`config.mk`:
```
export PLATFORM = sky130hd
export DESIGN_NAME = multicycle_core
export DESIGN_NICKNAME = d
export VERILOG_FILES = /design/src/rtl/multicycle_pkg.sv /design/src/rtl/mc_alu.sv /design/src/rtl/multicycle_core.sv
export SDC_FILE = /design/constraint.sdc
export NUM_CORES = 2
export LEC_CHECK = 0
export CORE_ASPECT_RATIO = 0.9
export CORE_MARGIN = 2
export CORE_UTILIZATION = 41
export DETAILED_ROUTE_END_ITERATION = 10
export SLEW_MARGIN = 10
export SYNTH_ARGS = -nofsm -noshare
export SYNTH_HDL_FRONTEND = slang
export SYNTH_SLANG_ARGS = --single-unit
```
`constraint.sdc`:
```
create_clock -name clk -period 9.06 [get_ports clk]
set_input_delay 1.812 -clock clk [delete_from_list [all_inputs] [get_ports clk]]
set_output_delay 1.812 -clock clk [all_outputs]
set_load 0.01 [all_outputs]
```
`src/rtl/multicycle_pkg.sv`:
```
// multicycle_pkg: opcode and FSM state enums plus instruction field positions
package multicycle_pkg;
  typedef enum logic [2:0] {
    OP_ADD   = 3'd0,
    OP_SUB   = 3'd1,
    OP_AND   = 3'd2,
    OP_OR    = 3'd3,
    OP_LOAD  = 3'd4,
    OP_STORE = 3'd5,
    OP_BEQ   = 3'd6,
    OP_HALT  = 3'd7
  } op_t;
  typedef enum logic [2:0] {
    S_FETCH,
    S_DECODE,
    S_EXECUTE,
    S_MEMORY,
    S_WRITEBACK,
    S_HALT
  } state_t;
  localparam int OP_HI  = 31;
  localparam int OP_LO  = 29;
  localparam int RD_LO  = 24;
  localparam int RS1_LO = 19;
  localparam int RS2_LO = 14;
  localparam int IMM_HI = 13;
  localparam int IMM_LO = 0;
endpackage

```
`src/rtl/mc_alu.sv`:
```
// mc_alu: combinational ALU producing the op result and an operand-equality flag
module mc_alu
  import multicycle_pkg::*;
#(
  parameter int DATA_W = 32
) (
  input  op_t               op,
  input  logic [DATA_W-1:0] a,
  input  logic [DATA_W-1:0] b,
  output logic [DATA_W-1:0] result,
  output logic              eq
);
  always_comb begin
    result = op == OP_SUB ? a - b :
             op == OP_AND ? a & b :
             op == OP_OR  ? a | b : a + b;
    eq = a == b;
  end
endmodule

```
`src/rtl/multicycle_core.sv`:
```
// multicycle_core: 8-opcode multicycle CPU with req/ack instruction and data ports
// Define MULTICYCLE_CORE_PERF_EN to add the retired_cnt instruction counter output.
module multicycle_core
  import multicycle_pkg::*;
#(
  parameter int DATA_W = 32,
  parameter int ADDR_W = 16,
  parameter int NREGS  = 32
) (
  input  logic              clk,
  input  logic              rst,
  output logic              imem_req,
  output logic [ADDR_W-1:0] imem_addr,
  input  logic              imem_ack,
  input  logic [31:0]       imem_rdata,
  output logic              dmem_req,
  output logic              dmem_we,
  output logic [ADDR_W-1:0] dmem_addr,
  output logic [DATA_W-1:0] dmem_wdata,
  input  logic              dmem_ack,
  input  logic [DATA_W-1:0] dmem_rdata,
  output logic [ADDR_W-1:0] pc,
  output logic              halted
`ifdef MULTICYCLE_CORE_PERF_EN
  ,
  output logic [31:0]       retired_cnt
`endif
);
  localparam int RW = $clog2(NREGS);
  state_t            r_state, w_next;
  logic [31:0]       r_ir;
  logic [ADDR_W-1:0] r_pc, r_dmem_addr;
  logic [DATA_W-1:0] r_regs [NREGS];
  logic [DATA_W-1:0] r_a, r_b, r_res, r_dmem_wdata;
  logic              r_imem_req, r_dmem_req, r_dmem_we, r_halted;
  op_t               w_op;
  logic [RW-1:0]     w_rd, w_rs1, w_rs2;
  logic [ADDR_W-1:0] w_imm;
  logic [DATA_W-1:0] w_alu;
  logic              w_eq;

  assign w_op  = op_t'(r_ir[OP_HI:OP_LO]);
  assign w_rd  = r_ir[RD_LO +: RW];
  assign w_rs1 = r_ir[RS1_LO +: RW];
  assign w_rs2 = r_ir[RS2_LO +: RW];
  assign w_imm = ADDR_W'(r_ir[IMM_HI:IMM_LO]);

  assign imem_req   = r_imem_req;
  assign imem_addr  = r_pc;
  assign pc         = r_pc;
  assign dmem_req   = r_dmem_req;
  assign dmem_we    = r_dmem_we;
  assign dmem_addr  = r_dmem_addr;
  assign dmem_wdata = r_dmem_wdata;
  assign halted     = r_halted;

  mc_alu #(.DATA_W(DATA_W)) u_alu (
    .op(w_op),
    .a(r_a),
    .b(r_b),
    .result(w_alu),
    .eq(w_eq)
  );

  always_ff @(posedge clk)
    r_state <= rst ? S_FETCH : w_next;

  // acks only count while the matching request is actually raised
  always_comb begin
    w_next = r_state;
    case (r_state)
      S_FETCH:     w_next = imem_ack && r_imem_req ? S_DECODE : S_FETCH;
      S_DECODE:    w_next = S_EXECUTE;
      S_EXECUTE:   w_next = w_op == OP_HALT ? S_HALT :
                            w_op == OP_BEQ  ? S_FETCH :
                            (w_op == OP_LOAD || w_op == OP_STORE) ? S_MEMORY : S_WRITEBACK;
      S_MEMORY:    w_next = !(dmem_ack && r_dmem_req) ? S_MEMORY :
                            w_op == OP_LOAD ? S_WRITEBACK : S_FETCH;
      S_WRITEBACK: w_next = S_FETCH;
      default:     w_next = S_HALT;
    endcase
  end

  // request flops follow the next state so they are high exactly while in FETCH/MEMORY
  always_ff @(posedge clk) begin
    if (rst) begin
      r_pc         <= '0;
      r_ir         <= '0;
      r_a          <= '0;
      r_b          <= '0;
      r_res        <= '0;
      r_imem_req   <= 1'b1;
      r_dmem_req   <= 1'b0;
      r_dmem_we    <= 1'b0;
      r_dmem_addr  <= '0;
      r_dmem_wdata <= '0;
      r_halted     <= 1'b0;
      for (int i = 0; i < NREGS; i++) r_regs[i] <= '0;
    end else begin
      r_imem_req <= w_next == S_FETCH;
      r_dmem_req <= w_next == S_MEMORY;
      r_dmem_we  <= w_next == S_MEMORY && w_op == OP_STORE;
      r_halted   <= w_next == S_HALT;
      if (r_state == S_FETCH && r_imem_req && imem_ack) begin
        r_ir <= imem_rdata;
        r_pc <= r_pc + 1'b1;
      end
      if (r_state == S_DECODE) begin
        r_a <= r_regs[w_rs1];
        r_b <= r_regs[w_rs2];
      end
      if (r_state == S_EXECUTE) begin
        r_res        <= w_alu;
        r_dmem_addr  <= ADDR_W'(r_a) + w_imm;
        r_dmem_wdata <= r_b;
        if (w_op == OP_BEQ && w_eq) r_pc <= w_imm;
      end
      if (r_state == S_MEMORY && r_dmem_req && dmem_ack && w_op == OP_LOAD) r_res <= dmem_rdata;
      if (r_state == S_WRITEBACK && w_rd != '0) r_regs[w_rd] <= r_res;
    end
  end

`ifdef MULTICYCLE_CORE_PERF_EN
  logic [31:0] r_retired;
  assign retired_cnt = r_retired;
  always_ff @(posedge clk) begin
    if (rst) r_retired <= '0;
    else if (r_state != S_FETCH && w_next == S_FETCH) r_retired <= r_retired + 1'b1;
  end
`endif
endmodule
```
== Word-level counts from Yosys, hierarchy flattened ==
Memory sizes are Yosys's and may differ from the RTL's. A register that Yosys moved wholly into a read port is not among the register bits.
Cells that the tools add are included.
Cells by class
  add/subtract/negate cells: 4
  equal/unequal tests: 14
  multiplexer cells: 23
  bitwise logic cells: 2
  reduce and logical (&&, ||, !) cells: 16
Operator list (count)
  32-bit two-way mux: 6
  16-bit two-way mux: 3
  32-bit adder: 1
  32-bit bitwise AND: 1
  32-bit == test: 1
  32-bit bitwise OR: 1
  32-bit OR reduction: 1
  32-bit subtractor: 1
  3-bit == test (second input constant): 6
  16-bit by 1-bit adder with 16-bit output (second input constant): 1
  16-bit by 14-bit adder with 16-bit output: 1
  3-bit by 2-bit == test with 1-bit output (second input constant): 5
  3-bit two-way mux: 5
  3-bit one-hot mux with 5 select lines: 1
  1-bit logical AND: 10
  1-bit two-way mux: 7
  3-bit by 1-bit == test with 1-bit output (second input constant): 2
  3-bit zero test: 2
  5-bit two-way mux: 1
  5-bit nonzero test: 1
  2-bit nonzero test: 1
  1-bit logical OR: 1
Word-level totals
  register bits: 135
  bits in writable memories: 1024
  bits of input ports: 68
  memories kept: 1
Memories
  r_regs: words 32, bits a word 32, rd ports 2, clocked after memory_dff 2, write ports 32, line multicycle_core.sv:33  | logic [DATA_W-1:0] r_regs [NREGS];

== Depth between registers and ports, before layout ==
  depth in word-level cells: 8
  gate-level depth with buffers: 12
  depth with buffers taken out: 12

== Modules after synthesis ==
A second synthesis with hierarchy kept.
Unflattened totals
  cell total of the unflattened synthesis: 5152
  area total of the unflattened synthesis: 67143.1 sq um
By module, submodules not included
  multicycle_core: instances 1, cells an instance 4383, area each 62042.0 sq um, seq. area each 34733.3 sq um
  mc_alu: instances 1, cells an instance 769, area each 5101.1 sq um, seq. area each 0.0 sq um

== Worst setup path after synthesis ==
Ideal clock, no wire load.
  kind: input to register
  start point: input port rst
  end point: memory r_regs[16][0] (enable)
  setup time: 0.375 ns
  data arrival time: 3.211 ns
  required time: 8.685 ns
  slack: 5.475 ns
  stages: 6
  path through: clkbuf_1 -> nand3b_1 -> nor2_1 -> nand3b_1 -> nor2_1 -> or2_2
RTL lines
  from (decl): line multicycle_core.sv:11  | input logic rst,
  to (decl): line multicycle_core.sv:33

==> out/metrics.cfg <==
[detailed_routing]
ant_nets = 0
drc = 0
post_drt_via_cell_ratio = 6.092
drt_pre_antenna_iters = 5
wire_per_inst_um = 30.94
vias = 42920
dr.first_iter.drc_count = 5632
routed_wl_um = 217900

[logic_synthesis]
synth.avg_cell_area_sq_um = 13.71
ys_seq_elements = 1223
ys_seq_area_share_pct = 51.84
yosysWarnings = 0
syn_inst = 4888
synth-main-ff-cell = edfxtp_1
synth_cell_types = 87
synth_edf_count = 1024
async_flop_share_pct = 0
syn_area_sq_mm = 0.06700

[floorplan]
start_util_pct = 41.35
die_w_um = 430.1
core_sq_mm = 0.1620
dieArea_sq_mm = 0.1667
die_h_um = 387.5
rows = 140
ios = 152

[clocking]
cts_hold_buf = 0
root_buffer = clkbuf_16
clock_path_buffers = 3
cts.repair.resized = 0
cts_tree = yes
numCtsBuffers = 137
cts_setup_buffers = 0
cts.sinks = 1223
htreeDepth = 4
worstSkewPairLatency_ns = 0.80
clk_pin_slew_ns = 0.06

[placement]
gp_congestion = 0.9088
io_buffers = 151
placed_cell_area_sq_mm = 0.07033
dp_hpwl_um = 142700

[finish]
synthToLayoutAreaGrowth_pct = 11.51
final_area_sq_mm = 0.07471
drive_above_1_share_pct = 21.20
nets = 4994
final_cell_mix = edfxtp_1, and2_1, mux4_2, nand2_1, nor2_1
final_common_cell = edfxtp_1
final_util_pct = 46.11

[power_and_ir_drop]
vdd_drop_max_mv = 0.1626
power.total_mw = 15.61
power.static_leakage_nw = 25.14
power_density_mw_per_mm2 = 208.9

[global_routing]
grt_pass1_vias = 41950
grt-ovfl-total = 0
track_usage_pct = 25.96
grt_pass1_wl_um = 310000
antenna_found_initial = 16
grt_start_max_net_pins = 110

[timing]
holdWs_ns = 0.4482
max_slew_margin_pct = 20.93
hold_violations = 0
timing.final.crit_share_pct = 51.03
fmax_mhz = 216.3
fin_setup_tns_ns = 0
rsz0062_at_grt = false
period_minus_slack_ns = 4.623
fin_skew_ns = 0.03449
tightest_slew_ns = 1.186
drv_slew = 0
setup_violations = 0

[worst_hold_path]
hp-class = reg -> reg
hold_depth = 2

[setup_path]
crit_path_max_fanout = 33
cp.arrival_ns = 5.02
ff2ff_path_depth = 6
cp-end-kind = register
start_kind = primary input
critPathRequiredTime_ns = 9.45
worstSetupPathType = in -> reg

[status]
status = complete, no violations

[run]
maxCapViolCount = 0

## power breakdown
part,internal (mW),switching (mW)
combinational,1.32,1.99
sequential,6.33,0.389
clock,3.14,2.43
## registers in the layout, indices dropped and copies added, names as in the netlist
register,flops
imem_req,1
r_ir,32
r_a,32
dmem_req,1
dmem_wdata,32
r_state,3
imem_addr,16
r_regs,1024
r_res,32
dmem_addr,16
halted,1
r_b,32
dmem_we,1
## per-layer routing
metal	global-route usage, %	vias to the layer above	routed length (um)
met1	36.54	22310	89350
li1	-	18220	-
met2	39.46	2101	99000
met4	6.223	4	5072
met3	7.823	289	24500
met5	0	-	27
## Yosys cell counts, drive strengths merged, types with 101 or more instances
library cell | instances | area share (%)
buf | 118 | 0.86
nand2 | 224 | 1.3
and2 | 999 | 9.3
edfxtp | 1024 | 46
clkbuf | 366 | 2.1
ha | 118 | 2.2
dfxtp | 199 | 5.9
inv | 110 | 0.62
mux4 | 640 | 22
a211oi | 101 | 1.1
a21oi | 184 | 1.4
nor2 | 223 | 1.2
## metrics by stage
stage / setup slack [ns] / cells
floorplan: 5.475 / 4919
global placement: 3.716 / 6796
detailed placement: 3.705 / 6796
CTS: 4.539 / 7044
global route: 4.350 / 7044
finish: 4.437 / 7045
## path summary, 6_finish.rpt
kind | from | to | slack (ns)
worst min register to register | dmem_addr[7] | dmem_addr[7] | 0.45
worst max-delay path | rst | r_regs[14][1] | 4.44
worst max register to register | r_ir[19] | r_a[28] | 4.81
worst min-delay path | dmem_addr[7] | dmem_addr[7] | 0.45
## cell families (layout without fill, tap and decap cells)
family / after synthesis / after routing / synth area share, %
compound gates: 528 / 528 / 5.263
xor+xnor: 41 / 41 / 0.5360
fa+ha+maj: 121 / 121 / 2.293
buf+inv: 594 / 589 / 3.522
flops: 1223 / 1223 / 51.84
mux: 714 / 714 / 22.62
other cells: 1 / 33 / 0.005597
simple gates: 1666 / 1666 / 13.92
## area by class of cell
class,count,area [sq um]
diodes,1,2.502
clock buffers,182,3711
clock inverters,66,666.9
fillers,14080,87320
inverters,110,412.9
multi-input cells,3102,30260
flip-flops and latches,1223,34800
well taps,2130,2665
repair buffers,231,2192
## critical path, stage by stage
cell	delay, ns
buf_8	0.13
nand3b_1	0.36
nor2_1	0.26
nand2_1	0.57
nor2_4	0.92
or2_2	0.94
(Power assumes the default switching activity.)
